===== config.mk =====
export PLATFORM = sky130hd
export DESIGN_NAME = adjust_ctrl_flat
export DESIGN_NICKNAME = d
export VERILOG_FILES = /design/src/rtl/adjust_ctrl_if.sv /design/src/rtl/adjust_ctrl.sv /design/src/flat_wrapper.sv
export SDC_FILE = /design/constraint.sdc
export NUM_CORES = 1
export LEC_CHECK = 0
export CAP_MARGIN = 20
export CORE_ASPECT_RATIO = 0.8
export CORE_MARGIN = 2
export CORE_UTILIZATION = 45
export CTS_CLUSTER_SIZE = 30
export DETAILED_ROUTE_END_ITERATION = 10
export GPL_ROUTABILITY_DRIVEN = 0
export PLACE_DENSITY = 0.7
export SYNTH_ARGS = -nofsm -noshare
export SYNTH_HDL_FRONTEND = slang
export SYNTH_SLANG_ARGS = --single-unit

===== constraint.sdc =====
create_clock -name clk_i -period 2.5 [get_ports clk_i]
set_input_delay 0.5 -clock clk_i [delete_from_list [all_inputs] [get_ports clk_i]]
set_output_delay 0.5 -clock clk_i [all_outputs]
set_load 0.05 [all_outputs]

===== src/rtl/adjust_ctrl_if.sv =====
// Key inputs and adjust pulses exchanged between the front panel and adjust_ctrl.
// master drives keys and the 1 Hz tick; slave is the controller.
interface adjust_ctrl_if;
    logic       tick_1hz;
    logic       key_mode;
    logic       key_inc;
    logic [2:0] mode;
    logic       inc_h;
    logic       inc_m;
    logic       alm_inc_h;
    logic       alm_inc_m;
    logic       cnt_en;
    logic       clr_sec;
    logic       blink;

    modport master (
        output tick_1hz, key_mode, key_inc,
        input  mode, inc_h, inc_m, alm_inc_h, alm_inc_m, cnt_en, clr_sec, blink
    );

    modport slave (
        input  tick_1hz, key_mode, key_inc,
        output mode, inc_h, inc_m, alm_inc_h, alm_inc_m, cnt_en, clr_sec, blink
    );
endinterface


===== src/rtl/adjust_ctrl.sv =====
// Time/alarm adjust controller: key debounce, mode FSM, increment pulses with auto-repeat.
// Define ADJ_ALARM_EN to include the alarm hour/minute adjust states.
module adjust_ctrl #(
    parameter int unsigned DbCycles  = 1000000,
    parameter int unsigned RepeatDly = 25000000,
    parameter int unsigned RepeatPer = 10000000,
    parameter int unsigned TimeoutS  = 30
) (
    input logic          clk_i,
    input logic          rst_ni,
    adjust_ctrl_if.slave bus_io
);

    typedef enum logic [2:0] {
        StRun  = 3'd0,
        StSetH = 3'd1,
        StSetM = 3'd2,
        StAlmH = 3'd3,
        StAlmM = 3'd4
    } state_e;

    localparam logic [24:0] DbLim   = 25'(DbCycles);
    localparam logic [24:0] DlyLast = 25'(RepeatDly - 1);
    localparam logic [24:0] PerLast = 25'(RepeatPer - 1);
    localparam logic [5:0]  TmoLast = 6'(TimeoutS - 1);
    localparam int unsigned KMode   = 0;
    localparam int unsigned KInc    = 1;

    logic [1:0]  key_raw;
    logic [1:0]  sync1_q, sync2_q;
    logic [1:0]  deb_q, deb_d, deb_prev_q;
    logic [24:0] db_cnt_q [2];
    logic [24:0] db_cnt_d [2];

    state_e      state_q, state_d;
    logic [24:0] rpt_q, rpt_d;
    logic        arm_q, arm_d;
    logic        first_q, first_d;
    logic [5:0]  tmo_q, tmo_d;
    logic        blink_q, blink_d;
    logic        clr_q, clr_d;
    logic        inc_h_q, inc_h_d;
    logic        inc_m_q, inc_m_d;
    logic        mode_press, inc_press, adjust, fire;

    assign key_raw = {bus_io.key_inc, bus_io.key_mode};

    // Counter runs only while the synced level disagrees with the accepted level.
    always_comb begin
        deb_d = deb_q;
        for (int k = 0; k < 2; k++) begin
            db_cnt_d[k] = '0;
            if (sync2_q[k] != deb_q[k]) begin
                if (db_cnt_q[k] == DbLim) begin
                    deb_d[k] = sync2_q[k];
                end else begin
                    db_cnt_d[k] = db_cnt_q[k] + 25'd1;
                end
            end
        end
    end

    assign mode_press = deb_q[KMode] & ~deb_prev_q[KMode];
    assign inc_press  = deb_q[KInc] & ~deb_prev_q[KInc];
    assign adjust     = (state_q != StRun);

    always_comb begin
        state_d = state_q;
        rpt_d   = rpt_q;
        arm_d   = arm_q;
        first_d = first_q;
        tmo_d   = tmo_q;
        blink_d = blink_q;
        clr_d   = 1'b0;
        fire    = 1'b0;

        if (mode_press) begin
            case (state_q)
                StRun:   state_d = StSetH;
                StSetH:  state_d = StSetM;
`ifdef ADJ_ALARM_EN
                StSetM:  state_d = StAlmH;
                StAlmH:  state_d = StAlmM;
`else
                StSetM:  state_d = StRun;
`endif
                default: state_d = StRun;
            endcase
            clr_d   = (state_q == StSetM);
            rpt_d   = '0;
            arm_d   = 1'b0;
            first_d = 1'b0;
            tmo_d   = '0;
        end else if (adjust) begin
            if (inc_press) begin
                fire    = 1'b1;
                arm_d   = 1'b1;
                first_d = 1'b1;
                rpt_d   = '0;
                tmo_d   = '0;
            end else if (arm_q && deb_q[KInc]) begin
                if (rpt_q == (first_q ? DlyLast : PerLast)) begin
                    fire    = 1'b1;
                    first_d = 1'b0;
                    rpt_d   = '0;
                end else begin
                    rpt_d = rpt_q + 25'd1;
                end
            end else begin
                arm_d   = 1'b0;
                first_d = 1'b0;
                rpt_d   = '0;
            end

            // A press in this cycle already cleared the timeout, so the tick is ignored.
            if (!inc_press && bus_io.tick_1hz) begin
                if (tmo_q == TmoLast) begin
                    state_d = StRun;
                    clr_d   = (state_q == StSetM);
                    fire    = 1'b0;
                    arm_d   = 1'b0;
                    first_d = 1'b0;
                    rpt_d   = '0;
                    tmo_d   = '0;
                end else begin
                    tmo_d = tmo_q + 6'd1;
                end
            end
        end

        if (state_d == StRun) begin
            blink_d = 1'b0;
        end else if (fire) begin
            blink_d = 1'b0;
        end else if (adjust && bus_io.tick_1hz) begin
            blink_d = ~blink_q;
        end

        inc_h_d = fire && (state_q == StSetH);
        inc_m_d = fire && (state_q == StSetM);
    end

    always_ff @(posedge clk_i or negedge rst_ni) begin
        if (!rst_ni) begin
            sync1_q     <= '0;
            sync2_q     <= '0;
            deb_q       <= '0;
            deb_prev_q  <= '0;
            db_cnt_q[0] <= '0;
            db_cnt_q[1] <= '0;
            state_q     <= StRun;
            rpt_q       <= '0;
            arm_q       <= 1'b0;
            first_q     <= 1'b0;
            tmo_q       <= '0;
            blink_q     <= 1'b0;
            clr_q       <= 1'b0;
            inc_h_q     <= 1'b0;
            inc_m_q     <= 1'b0;
        end else begin
            sync1_q     <= key_raw;
            sync2_q     <= sync1_q;
            deb_q       <= deb_d;
            deb_prev_q  <= deb_q;
            db_cnt_q[0] <= db_cnt_d[0];
            db_cnt_q[1] <= db_cnt_d[1];
            state_q     <= state_d;
            rpt_q       <= rpt_d;
            arm_q       <= arm_d;
            first_q     <= first_d;
            tmo_q       <= tmo_d;
            blink_q     <= blink_d;
            clr_q       <= clr_d;
            inc_h_q     <= inc_h_d;
            inc_m_q     <= inc_m_d;
        end
    end

`ifdef ADJ_ALARM_EN
    logic alm_h_q, alm_m_q;

    always_ff @(posedge clk_i or negedge rst_ni) begin
        if (!rst_ni) begin
            alm_h_q <= 1'b0;
            alm_m_q <= 1'b0;
        end else begin
            alm_h_q <= fire && (state_q == StAlmH);
            alm_m_q <= fire && (state_q == StAlmM);
        end
    end

    assign bus_io.alm_inc_h = alm_h_q;
    assign bus_io.alm_inc_m = alm_m_q;
`else
    assign bus_io.alm_inc_h = 1'b0;
    assign bus_io.alm_inc_m = 1'b0;
`endif

    assign bus_io.mode    = state_q;
    assign bus_io.cnt_en  = (state_q == StRun);
    assign bus_io.clr_sec = clr_q;
    assign bus_io.blink   = blink_q;
    assign bus_io.inc_h   = inc_h_q;
    assign bus_io.inc_m   = inc_m_q;

endmodule

===== src/flat_wrapper.sv =====
// flat-port wrapper written by rule: the top's interface ports become plain ports
module adjust_ctrl_flat 
#(
    parameter int unsigned DbCycles  = 1000000,
    parameter int unsigned RepeatDly = 25000000,
    parameter int unsigned RepeatPer = 10000000,
    parameter int unsigned TimeoutS  = 30
)
  (clk_i, rst_ni, bus_io_tick_1hz, bus_io_key_mode, bus_io_key_inc, bus_io_mode, bus_io_inc_h, bus_io_inc_m, bus_io_alm_inc_h, bus_io_alm_inc_m, bus_io_cnt_en, bus_io_clr_sec, bus_io_blink);
  adjust_ctrl_if bus_io_i ();
  input logic clk_i;
  input logic rst_ni;
  input wire logic [$bits(bus_io_i.tick_1hz)-1:0] bus_io_tick_1hz;
  input wire logic [$bits(bus_io_i.key_mode)-1:0] bus_io_key_mode;
  input wire logic [$bits(bus_io_i.key_inc)-1:0] bus_io_key_inc;
  output wire logic [$bits(bus_io_i.mode)-1:0] bus_io_mode;
  output wire logic [$bits(bus_io_i.inc_h)-1:0] bus_io_inc_h;
  output wire logic [$bits(bus_io_i.inc_m)-1:0] bus_io_inc_m;
  output wire logic [$bits(bus_io_i.alm_inc_h)-1:0] bus_io_alm_inc_h;
  output wire logic [$bits(bus_io_i.alm_inc_m)-1:0] bus_io_alm_inc_m;
  output wire logic [$bits(bus_io_i.cnt_en)-1:0] bus_io_cnt_en;
  output wire logic [$bits(bus_io_i.clr_sec)-1:0] bus_io_clr_sec;
  output wire logic [$bits(bus_io_i.blink)-1:0] bus_io_blink;
  assign bus_io_i.tick_1hz = bus_io_tick_1hz;
  assign bus_io_i.key_mode = bus_io_key_mode;
  assign bus_io_i.key_inc = bus_io_key_inc;
  assign bus_io_mode = bus_io_i.mode;
  assign bus_io_inc_h = bus_io_i.inc_h;
  assign bus_io_inc_m = bus_io_i.inc_m;
  assign bus_io_alm_inc_h = bus_io_i.alm_inc_h;
  assign bus_io_alm_inc_m = bus_io_i.alm_inc_m;
  assign bus_io_cnt_en = bus_io_i.cnt_en;
  assign bus_io_clr_sec = bus_io_i.clr_sec;
  assign bus_io_blink = bus_io_i.blink;
  adjust_ctrl #(.DbCycles(DbCycles), .RepeatDly(RepeatDly), .RepeatPer(RepeatPer), .TimeoutS(TimeoutS)) u_core (.clk_i(clk_i), .rst_ni(rst_ni), .bus_io(bus_io_i));
endmodule

==> results_dict.tcl <==
set metrics [dict create \
    grt_pass1_vias 3822 \
    ys_types 55 \
    setup-tns-final_ps 0 \
    ir_drop_uv 302 \
    ioPinCount 15 \
    cp_top_family "simple AND/OR/NAND/NOR gates" \
    cp-end-kind "register" \
    viasPerCell 5.67 \
    path_max_fanout 6 \
    postCtsSetupBuffers 0 \
    wl_per_cell_um 14.4 \
    synth-edff-count 0 \
    drv_cap 0 \
    grt_max_degree 63 \
    p_per_area_mw_per_mm2 619 \
    path_cells "ha_1 -> nand4_1 -> or3_1 -> or3_1 -> a41oi_2 -> o31ai_1" \
    cts.sinks 98 \
    antenna_found_initial 0 \
    synth_flop_cell "dfrtp_1" \
    outcome "finished clean" \
    finalCritPeriodShare 0.904 \
    netlist_top_cells_area "dfrtp_1, xnor2_1, nor2_1" \
    port_buffers 12 \
    critPathLaunch "u_core.rpt_q[0]" \
    synth_top_cell_by_area "dfrtp_1" \
    tightest_slew_ps 607 \
    worstSkewPairLatency_ps 340 \
    synth_area_per_cell_um2 9.32 \
    crit_arrival_ps 2470 \
    drc 0 \
    core_area_mm2 0.0110 \
    max_freq_mhz 442 \
    holdWs_ps 115 \
    path_buf_inv 0 \
    cp_common_cell "or3_1" \
    post-synth-top-count-cell "dfrtp_1" \
    setup_viol 0 \
    worstRegToRegCells 6 \
    detailed_place_hpwl_um 7000 \
    clock_path_buffers 2 \
    cts-buffers-inserted 9 \
    num_vias 4057 \
    ys_warn_count 0 \
    grt_setup_unrepaired "no" \
    wl_um 10300 \
    die-area_mm2 0.0123 \
    track_usage 0.181 \
    synth_commonest_cells "dfrtp_1, nor2_1, nand2_1, nand3_1, xnor2_1" \
    ctsResizeCount 0 \
    crit_required_ps 2710 \
    htreeDepth 3 \
    core.rowCount 34 \
    drive_above_1_share 0.0734 \
    ys_ff_latch 98 \
    reg2reg_slack_ps 240 \
    syn2layout_area_growth_pct 11.6 \
    ant_nets 0 \
    slew_headroom 0.591 \
    yosysSeqAreaShare 0.476 \
    leakagePower_nw 2.26 \
    async_reset_ff_frac 1.00 \
    synth_cells 553 \
    critPathKind "register to register" \
    nNetsFinal 581 \
    die_h_um 99.7 \
    drt_first_pass_iters 4 \
    gr-total-overflow 0 \
    start_util 0.468 \
    hold_path.class "input port to async pin" \
    detail_route.iter0.violations 289 \
    reg2reg_from "u_core.rpt_q[0]" \
    slowest_stage "or3_1" \
    die-width_um 124 \
    layout_min_cycle_time_ps 2260 \
    skew_ps 6.76 \
    netlist_area_mm2 0.00516 \
    path_clk_slew_ps 60 \
    timing.rr.end "u_core.rpt_q[14]" \
    finalHoldViolCount 0 \
    synth_top_area_frac 0.476 \
    hold_buffers 0 \
    grt_first_pass_wirelength_um 17900 \
    antenna-diode-count 0 \
    cts_tree "built" \
    crit_path_start_kind "register" \
    root_buffer "clkbuf_16" \
    crit_path_max_incr_delay_ps 520 \
    slew_viol_final 0 \
]
layout by cell type, fill, tap and decap left out, drive strengths merged, types with 6 or more instances in the layout:
cell and n:
a31oi 9, or3 9, clkdlybuf4s50 10, nand2b 7, ha 7, nand3 47, o22ai 9, xor2 14
nand4 25, o21ai 12, nor3 17, nand2 53, or4 8, and4 7, buf 13, and3 6
nor4 10, inv 27, nor2 77, dfrtp 98, xnor2 38, clkbuf 11, nor4b 7
metrics by stage:
step	worst slack (ps)	cells	area (um2)	total power [W]	utilization
after CTS	234	716	5750	0.00359	0.522
after global placement	207	702	5460	0.00221	0.496
after detailed placement	143	702	5460	0.00222	0.496
final	239	716	5750	0.00356	0.522
after global routing	145	716	5750	0.00372	0.522
after floorplan	294	554	5160	0.00206	-
kinds of logic (layout without fill, tap and decap cells):
family,after synthesis,after routing,synth area share
AO/OA/AOI/OAI,55,55,0.0764
XOR/XNOR,52,52,0.0883
adder cells (fa/ha/maj),7,7,0.0170
buffers and inverters,46,64,0.0400
flip-flops,98,98,0.476
multiplexers,1,1,0.00218
other,1,2,0.000727
AND/OR/NAND/NOR,293,293,0.300
state kept, by name (all words and copies together), names as in the netlist, 2 cells and up:
register	cells
u_core.bus_io.mode	3
u_core.db_cnt_q	50
u_core.deb_prev_q	2
u_core.deb_q	2
u_core.rpt_q	25
u_core.sync1_q	2
u_core.sync2_q	2
u_core.tmo_q	6
worst register-to-register path, cell delays in order, from the launching register on:
cell and delay, ps:
dfrtp_1 390, ha_1 230, nand4_1 280, or3_1 530
or3_1 410, a41oi_2 210, o31ai_1 90
where the power goes:
| group | internal [W] | switching (W) |
|---|---|---|
| Sequential | 0.00166 | 0.0000945 |
| Combinational | 0.000157 | 0.000276 |
| Clock | 0.000815 | 0.000558 |
| Total | 0.00263 | 0.000928 |
metal layers:
layer  global-route usage  share of wire
met1                0.256           0.49
met2                0.277           0.46
met3               0.0424          0.040
met4               0.0524          0.012
met5                    0              0
worst max-delay path by stage:
stage                                     end  slack, ps  cells past startpoint
after global placement        u_core.rpt_q[6]        210                      7
after global routing         u_core.rpt_q[14]        150                      6
final                        u_core.rpt_q[14]        240                      6
after detailed placement      u_core.rpt_q[6]        140                      7
after floorplan           u_core.bus_io.inc_m        290                      6
after CTS                    u_core.rpt_q[14]        230                      6
layout make-up:
class	count	area, um2
multi-input combinational	410	2500
timing repair buffer	23	223
fill	974	5270
clock inverter	3	40.0
sequential	98	2450
inverter	27	101
tap	144	180
clock buffer	11	253
(Power assumes the default switching activity.)
